**config.mk**
```make
export PLATFORM = sky130hd
export DESIGN_NAME = fetch_queue_flat
export DESIGN_NICKNAME = d
export VERILOG_FILES = /design/src/rtl/fetch_queue_if.sv /design/src/rtl/fetch_queue.sv /design/src/flat_wrapper.sv
export SDC_FILE = /design/constraint.sdc
export NUM_CORES = 1
export LEC_CHECK = 0
export ABC_AREA = 0
export BUFFER_PORTS_ARGS = -buffer_cell sky130_fd_sc_hd__buf_4
export CAP_MARGIN = 20
export CORE_MARGIN = 2
export CORE_UTILIZATION = 35
export CTS_CLUSTER_DIAMETER = 80
export DETAILED_ROUTE_END_ITERATION = 7
export GPL_TIMING_DRIVEN = 0
export PLACE_DENSITY = 0.63
export SLEW_MARGIN = 20
export SYNTH_ARGS = -nofsm -noshare
export SYNTH_HDL_FRONTEND = slang
export SYNTH_SLANG_ARGS = --single-unit
export TNS_END_PERCENT = 30
```
**constraint.sdc**
```tcl
create_clock -name clk -period 5.34 [get_ports clk]
set_clock_uncertainty 0.15 [all_clocks]
set_input_delay 1.068 -clock clk [delete_from_list [all_inputs] [get_ports clk]]
set_output_delay 1.068 -clock clk [all_outputs]
set_load 0.05 [all_outputs]
```
**src/rtl/fetch_queue_if.sv**
```systemverilog
// Fetch queue bus bundle: redirect inputs, instruction-memory handshake and
// the decoded head-of-queue outputs toward IF/ID.
interface fetch_queue_if #(
  parameter int unsigned DEPTH = 4
);
  localparam int unsigned CNT_W = $clog2(DEPTH) + 1;

  logic             redir_early_en;
  logic [31:0]      redir_early_pc;
  logic             redir_en;
  logic [31:0]      redir_pc;

  logic [31:0]      iaddr;
  logic             ireq;
  logic             iready_n;
  logic [31:0]      idata;

  logic             out_valid;
  logic             out_ready;
  logic [31:0]      out_instr;
  logic [31:0]      out_pc;
  logic [31:0]      out_pcp4;
  logic [4:0]       out_rs1;
  logic [4:0]       out_rs2;
  logic [CNT_W-1:0] count;

  modport master (
    input  redir_early_en, redir_early_pc, redir_en, redir_pc,
    input  iready_n, idata, out_ready,
    output iaddr, ireq,
    output out_valid, out_instr, out_pc, out_pcp4, out_rs1, out_rs2, count
  );

  modport slave (
    output redir_early_en, redir_early_pc, redir_en, redir_pc,
    output iready_n, idata, out_ready,
    input  iaddr, ireq,
    input  out_valid, out_instr, out_pc, out_pcp4, out_rs1, out_rs2, count
  );
endinterface

```
**src/rtl/fetch_queue.sv**
```systemverilog
// Instruction fetch unit: sequential address generator feeding a small
// circular instruction buffer, flushed by execute/decode-stage redirects.
module fetch_queue #(
  parameter logic [31:0] RESET_PC = 32'h0001_0000,
  parameter int unsigned DEPTH    = 4
) (
  input  logic          clk,
  input  logic          rst,
  fetch_queue_if.master fq
);
  localparam int unsigned PTR_W = $clog2(DEPTH);
  localparam int unsigned CNT_W = PTR_W + 1;
  localparam logic [31:0] NOP   = 32'h0000_0013;

  typedef struct packed {
    logic [31:0] pc;
    logic [31:0] instr;
  } entry_t;

  entry_t           entries_q [DEPTH];
  logic [PTR_W-1:0] head_q;
  logic [PTR_W-1:0] tail_q;
  logic [CNT_W-1:0] cnt_q;
  logic [31:0]      pc_q;

  logic             valid_c;
  logic             pop_c;
  logic             ireq_c;
  logic             redir_c;
  logic             accept_c;
  logic [31:0]      target_c;
  entry_t           head_c;

  // Handshake decode and head-entry selection
  always_comb begin
    valid_c  = 1'b0;
    pop_c    = 1'b0;
    ireq_c   = 1'b0;
    redir_c  = 1'b0;
    accept_c = 1'b0;
    target_c = '0;
    head_c   = '{pc: 32'h0, instr: NOP};

    valid_c  = (cnt_q != '0);
    pop_c    = valid_c & fq.out_ready;
    ireq_c   = (cnt_q < CNT_W'(DEPTH)) | pop_c;
    redir_c  = fq.redir_en | fq.redir_early_en;
    // Execute-stage redirect belongs to the older instruction, so it wins
    target_c = fq.redir_en ? fq.redir_pc : fq.redir_early_pc;
    accept_c = ireq_c & ~fq.iready_n & ~redir_c;
    if (valid_c) begin
      head_c = entries_q[head_q];
    end
  end

  always_ff @(posedge clk) begin
    if (!rst) begin
      pc_q   <= RESET_PC;
      cnt_q  <= '0;
      head_q <= '0;
      tail_q <= '0;
    end else if (redir_c) begin
      pc_q   <= {target_c[31:2], 2'b00};
      cnt_q  <= '0;
      head_q <= '0;
      tail_q <= '0;
    end else begin
      if (accept_c) begin
        pc_q   <= pc_q + 32'd4;
        tail_q <= tail_q + PTR_W'(1);
      end
      if (pop_c) begin
        head_q <= head_q + PTR_W'(1);
      end
      cnt_q <= cnt_q + CNT_W'(accept_c) - CNT_W'(pop_c);
    end
  end

  // Buffer storage has no reset; occupancy alone decides what is valid
  always_ff @(posedge clk) begin
    if (rst && accept_c) begin
      entries_q[tail_q] <= '{pc: pc_q, instr: fq.idata};
    end
  end

  assign fq.iaddr     = pc_q;
  assign fq.ireq      = ireq_c;
  assign fq.count     = cnt_q;
  assign fq.out_valid = valid_c;
  assign fq.out_instr = head_c.instr;
  assign fq.out_pc    = head_c.pc;
  assign fq.out_pcp4  = valid_c ? head_c.pc + 32'd4 : 32'h0;
  assign fq.out_rs1   = head_c.instr[19:15];
  assign fq.out_rs2   = head_c.instr[24:20];
endmodule

```
**src/flat_wrapper.sv**
```systemverilog
// flat-port wrapper written by rule: the top's interface ports become plain ports
module fetch_queue_flat 
#(
  parameter logic [31:0] RESET_PC = 32'h0001_0000,
  parameter int unsigned DEPTH    = 4
)
  (clk, rst, fq_redir_early_en, fq_redir_early_pc, fq_redir_en, fq_redir_pc, fq_iready_n, fq_idata, fq_out_ready, fq_iaddr, fq_ireq, fq_out_valid, fq_out_instr, fq_out_pc, fq_out_pcp4, fq_out_rs1, fq_out_rs2, fq_count);
  fetch_queue_if #(.DEPTH(DEPTH)) fq_i ();
  input  logic clk;
  input  logic rst;
  input wire logic [$bits(fq_i.redir_early_en)-1:0] fq_redir_early_en;
  input wire logic [$bits(fq_i.redir_early_pc)-1:0] fq_redir_early_pc;
  input wire logic [$bits(fq_i.redir_en)-1:0] fq_redir_en;
  input wire logic [$bits(fq_i.redir_pc)-1:0] fq_redir_pc;
  input wire logic [$bits(fq_i.iready_n)-1:0] fq_iready_n;
  input wire logic [$bits(fq_i.idata)-1:0] fq_idata;
  input wire logic [$bits(fq_i.out_ready)-1:0] fq_out_ready;
  output wire logic [$bits(fq_i.iaddr)-1:0] fq_iaddr;
  output wire logic [$bits(fq_i.ireq)-1:0] fq_ireq;
  output wire logic [$bits(fq_i.out_valid)-1:0] fq_out_valid;
  output wire logic [$bits(fq_i.out_instr)-1:0] fq_out_instr;
  output wire logic [$bits(fq_i.out_pc)-1:0] fq_out_pc;
  output wire logic [$bits(fq_i.out_pcp4)-1:0] fq_out_pcp4;
  output wire logic [$bits(fq_i.out_rs1)-1:0] fq_out_rs1;
  output wire logic [$bits(fq_i.out_rs2)-1:0] fq_out_rs2;
  output wire logic [$bits(fq_i.count)-1:0] fq_count;
  assign fq_i.redir_early_en = fq_redir_early_en;
  assign fq_i.redir_early_pc = fq_redir_early_pc;
  assign fq_i.redir_en = fq_redir_en;
  assign fq_i.redir_pc = fq_redir_pc;
  assign fq_i.iready_n = fq_iready_n;
  assign fq_i.idata = fq_idata;
  assign fq_i.out_ready = fq_out_ready;
  assign fq_iaddr = fq_i.iaddr;
  assign fq_ireq = fq_i.ireq;
  assign fq_out_valid = fq_i.out_valid;
  assign fq_out_instr = fq_i.out_instr;
  assign fq_out_pc = fq_i.out_pc;
  assign fq_out_pcp4 = fq_i.out_pcp4;
  assign fq_out_rs1 = fq_i.out_rs1;
  assign fq_out_rs2 = fq_i.out_rs2;
  assign fq_count = fq_i.count;
  fetch_queue #(.RESET_PC(RESET_PC), .DEPTH(DEPTH)) u_core (.clk(clk), .rst(rst), .fq(fq_i));
endmodule
```
==> impl_metrics.json <==
{
  "setup_viol": 0,
  "antenna_found_initial": 0,
  "grtUsageTotal_pct": 17.4,
  "grt-ovfl-total": 0,
  "initial_utilization_pct": 35.6,
  "routed_wirelength_mm": 34.5,
  "grt_max_degree": 43,
  "synth_ff_type": "edfxtp_1",
  "gp_congestion": 0.880,
  "numPortBuffers": 233,
  "status": "complete, no violations",
  "ctsHoldBuffers": 0,
  "period_share_pct": 92.5,
  "finalSetupTns_ps": 0,
  "antenna_cells": 0,
  "cts_tree": "built",
  "core_area_sq_mm": 0.0368,
  "power_density_mw_per_mm2": 302,
  "grt_pass1_vias": 8677,
  "worstPathMaxFanout": 19,
  "vias": 8690,
  "clockBufferDepth": 3,
  "area_delta_synth_final_pct": 27.0,
  "drtPass1Iterations": 5,
  "slew_viol_final": 0,
  "die_w_microns": 198,
  "nNetsFinal": 1266,
  "hold_violations": 0,
  "clk_pin_slew_ps": 60,
  "synth-seq-cells": 287,
  "drt_iter0_drc": 556,
  "layout_commonest_cell": "buf_4",
  "cts-root-buf": "clkbuf_16",
  "drc": 0,
  "period_needed_ps": 4940,
  "numCtsBuffers": 31,
  "dp_hpwl_mm": 24.7,
  "clk_latency_ps": 560,
  "path_class": "register to output port",
  "ys_types": 66,
  "drive_above_1_share_pct": 34.7,
  "p_total_mw": 5.03,
  "rows": 70,
  "postCtsSetupRepairBufs": 0,
  "die_h_microns": 198,
  "num_io_pins": 245,
  "syn_inst": 881,
  "avgSynthCellArea_sq_um": 14.9,
  "routed_via_density": 5.28,
  "irDropWorstVdd_mv": 0.175,
  "fill_cells": 3275,
  "maxCapViolCount": 0,
  "htree_levels": 1,
  "min_path_type": "register to register",
  "layout_common_cells": "buf_4 (251), edfxtp_1 (248), and2_1 (62)",
  "cp-start-kind": "register",
  "cts.sinks": 287,
  "final_core_utilization_pct": 45.3,
  "die_area_sq_mm": 0.0390,
  "ys_warn_count": 0,
  "place_ws_ps": 415,
  "cp.arrival_ps": 3720,
  "synth_edf_count": 248,
  "worstMarginPinSlew_ps": 1010,
  "rsz0062_at_grt": "no",
  "yosysSeqAreaShare_pct": 62.8,
  "antenna_left": 0,
  "hold-worst-slack_ps": 355,
  "slew_headroom_pct": 32.2,
  "async_reset_ff_share_pct": 0,
  "required_ps": 4120,
  "cp-end-kind": "output port",
  "p_leak_nw": 6.01,
  "wl_per_cell_microns": 20.9,
  "max_freq_ghz": 0.202,
  "synth.cell_area_sq_mm": 0.0131,
  "fin_ws_ps": 400,
  "grt_pass1_wl_mm": 51.3
}
-- area by class of cell --
type                    instances  area [sq um]  area share (%)
repair buffers                237          1860            11.2
clock buffers                  38           832            5.00
well taps                     468           586            3.52
flip-flops and latches        287          8230            49.4
inverters                      21          78.8           0.473
clock inverters                18           215            1.29
plain buffers                  66           419            2.52
multi-input cells             511          4430            26.6
-- synthesized netlist by cell type, drive strengths merged, types with 10 or more instances --
cell type  instances  area share, %
inv               21           0.60
nor4              16           0.76
nor2              46            1.3
o21ai             18           0.69
nor3              10           0.46
nand2             43            1.3
o31ai             18            1.0
dfxtp             39            6.0
nand3             20           0.90
and3              17           0.93
buf               34            2.1
clkbuf            33            1.1
edfxtp           248             57
nand4             10           0.48
and4              10           0.69
a21oi             35            1.3
mux4              63             11
and2              65            3.1
nor2b             10           0.48
mux2              12            1.0
-- metrics by stage --
stage | std cells | cell area, sq um
floorplan | 886 | 13100
finish | 1646 | 16600
global placement | 1587 | 15500
global route | 1646 | 16600
CTS | 1647 | 16700
detailed placement | 1591 | 15600
-- per-layer routing --
metal | wire length (microns) | global-route usage, %
met5 | 0 | 0
met4 | 1040 | 6.02
met3 | 2270 | 2.65
met2 | 16500 | 29.7
met1 | 14600 | 22.4
-- sequential cells by signal, summed over array words and instances (netlist names), named ones only --
signal / flops
u_core.entries_q: 248
u_core.fq.count: 3
u_core.fq.iaddr: 30
u_core.head_q: 2
u_core.tail_q: 2
-- repair_timing --
item	CTS	global route
gates resized for setup	3	0
setup endpoints to repair	9	4
pin swaps	0	0
gates cloned	0	0
-- final timing paths --
kind	startpoint	to	slack, ps	depth (start not counted)
setup / recovery	u_core.fq.count[2]$_SDFF_PP0_	fq_out_pcp4[28]	400	10
hold / removal	u_core.tail_q[1]$_SDFFE_PP0N_	u_core.tail_q[1]$_SDFFE_PP0N_	360	2
setup reg to reg	u_core.fq.count[2]$_SDFF_PP0_	u_core.fq.count[2]$_SDFF_PP0_	1900	12
hold reg to reg	u_core.tail_q[1]$_SDFFE_PP0N_	u_core.tail_q[1]$_SDFFE_PP0N_	360	2
-- power by group --
group | total [mW] | internal (mW) | switching, mW
sequential | 2.51 | 2.46 | 0.0451
clock | 2.17 | 1.30 | 0.868
combinational | 0.353 | 0.138 | 0.214
-- cells by family (layout without fill, tap and decap cells) --
| kind of cell | after synthesis | count (layout) | share of synthesized area [%] |
|---|---|---|---|
| other cells | 1 | 6 | 0.0286 |
| flops | 287 | 287 | 62.8 |
| mux | 77 | 77 | 12.5 |
| compound gates | 138 | 138 | 7.35 |
| fa+ha+maj | 9 | 9 | 0.916 |
| buf+inv | 88 | 380 | 3.81 |
| simple gates | 269 | 269 | 11.8 |
| xor+xnor | 12 | 12 | 0.802 |
-- critical path, stage by stage (launching register included) --
cell	delay, ps
dfxtp_1	500
nor3_4	160
inv_1	250
clkbuf_2	420
and2_1	230
ha_1	290
nand3_4	170
buf_6	190
nor4_1	360
mux2_2	380
buf_4	190
Power figures use the tool's default switching activity.
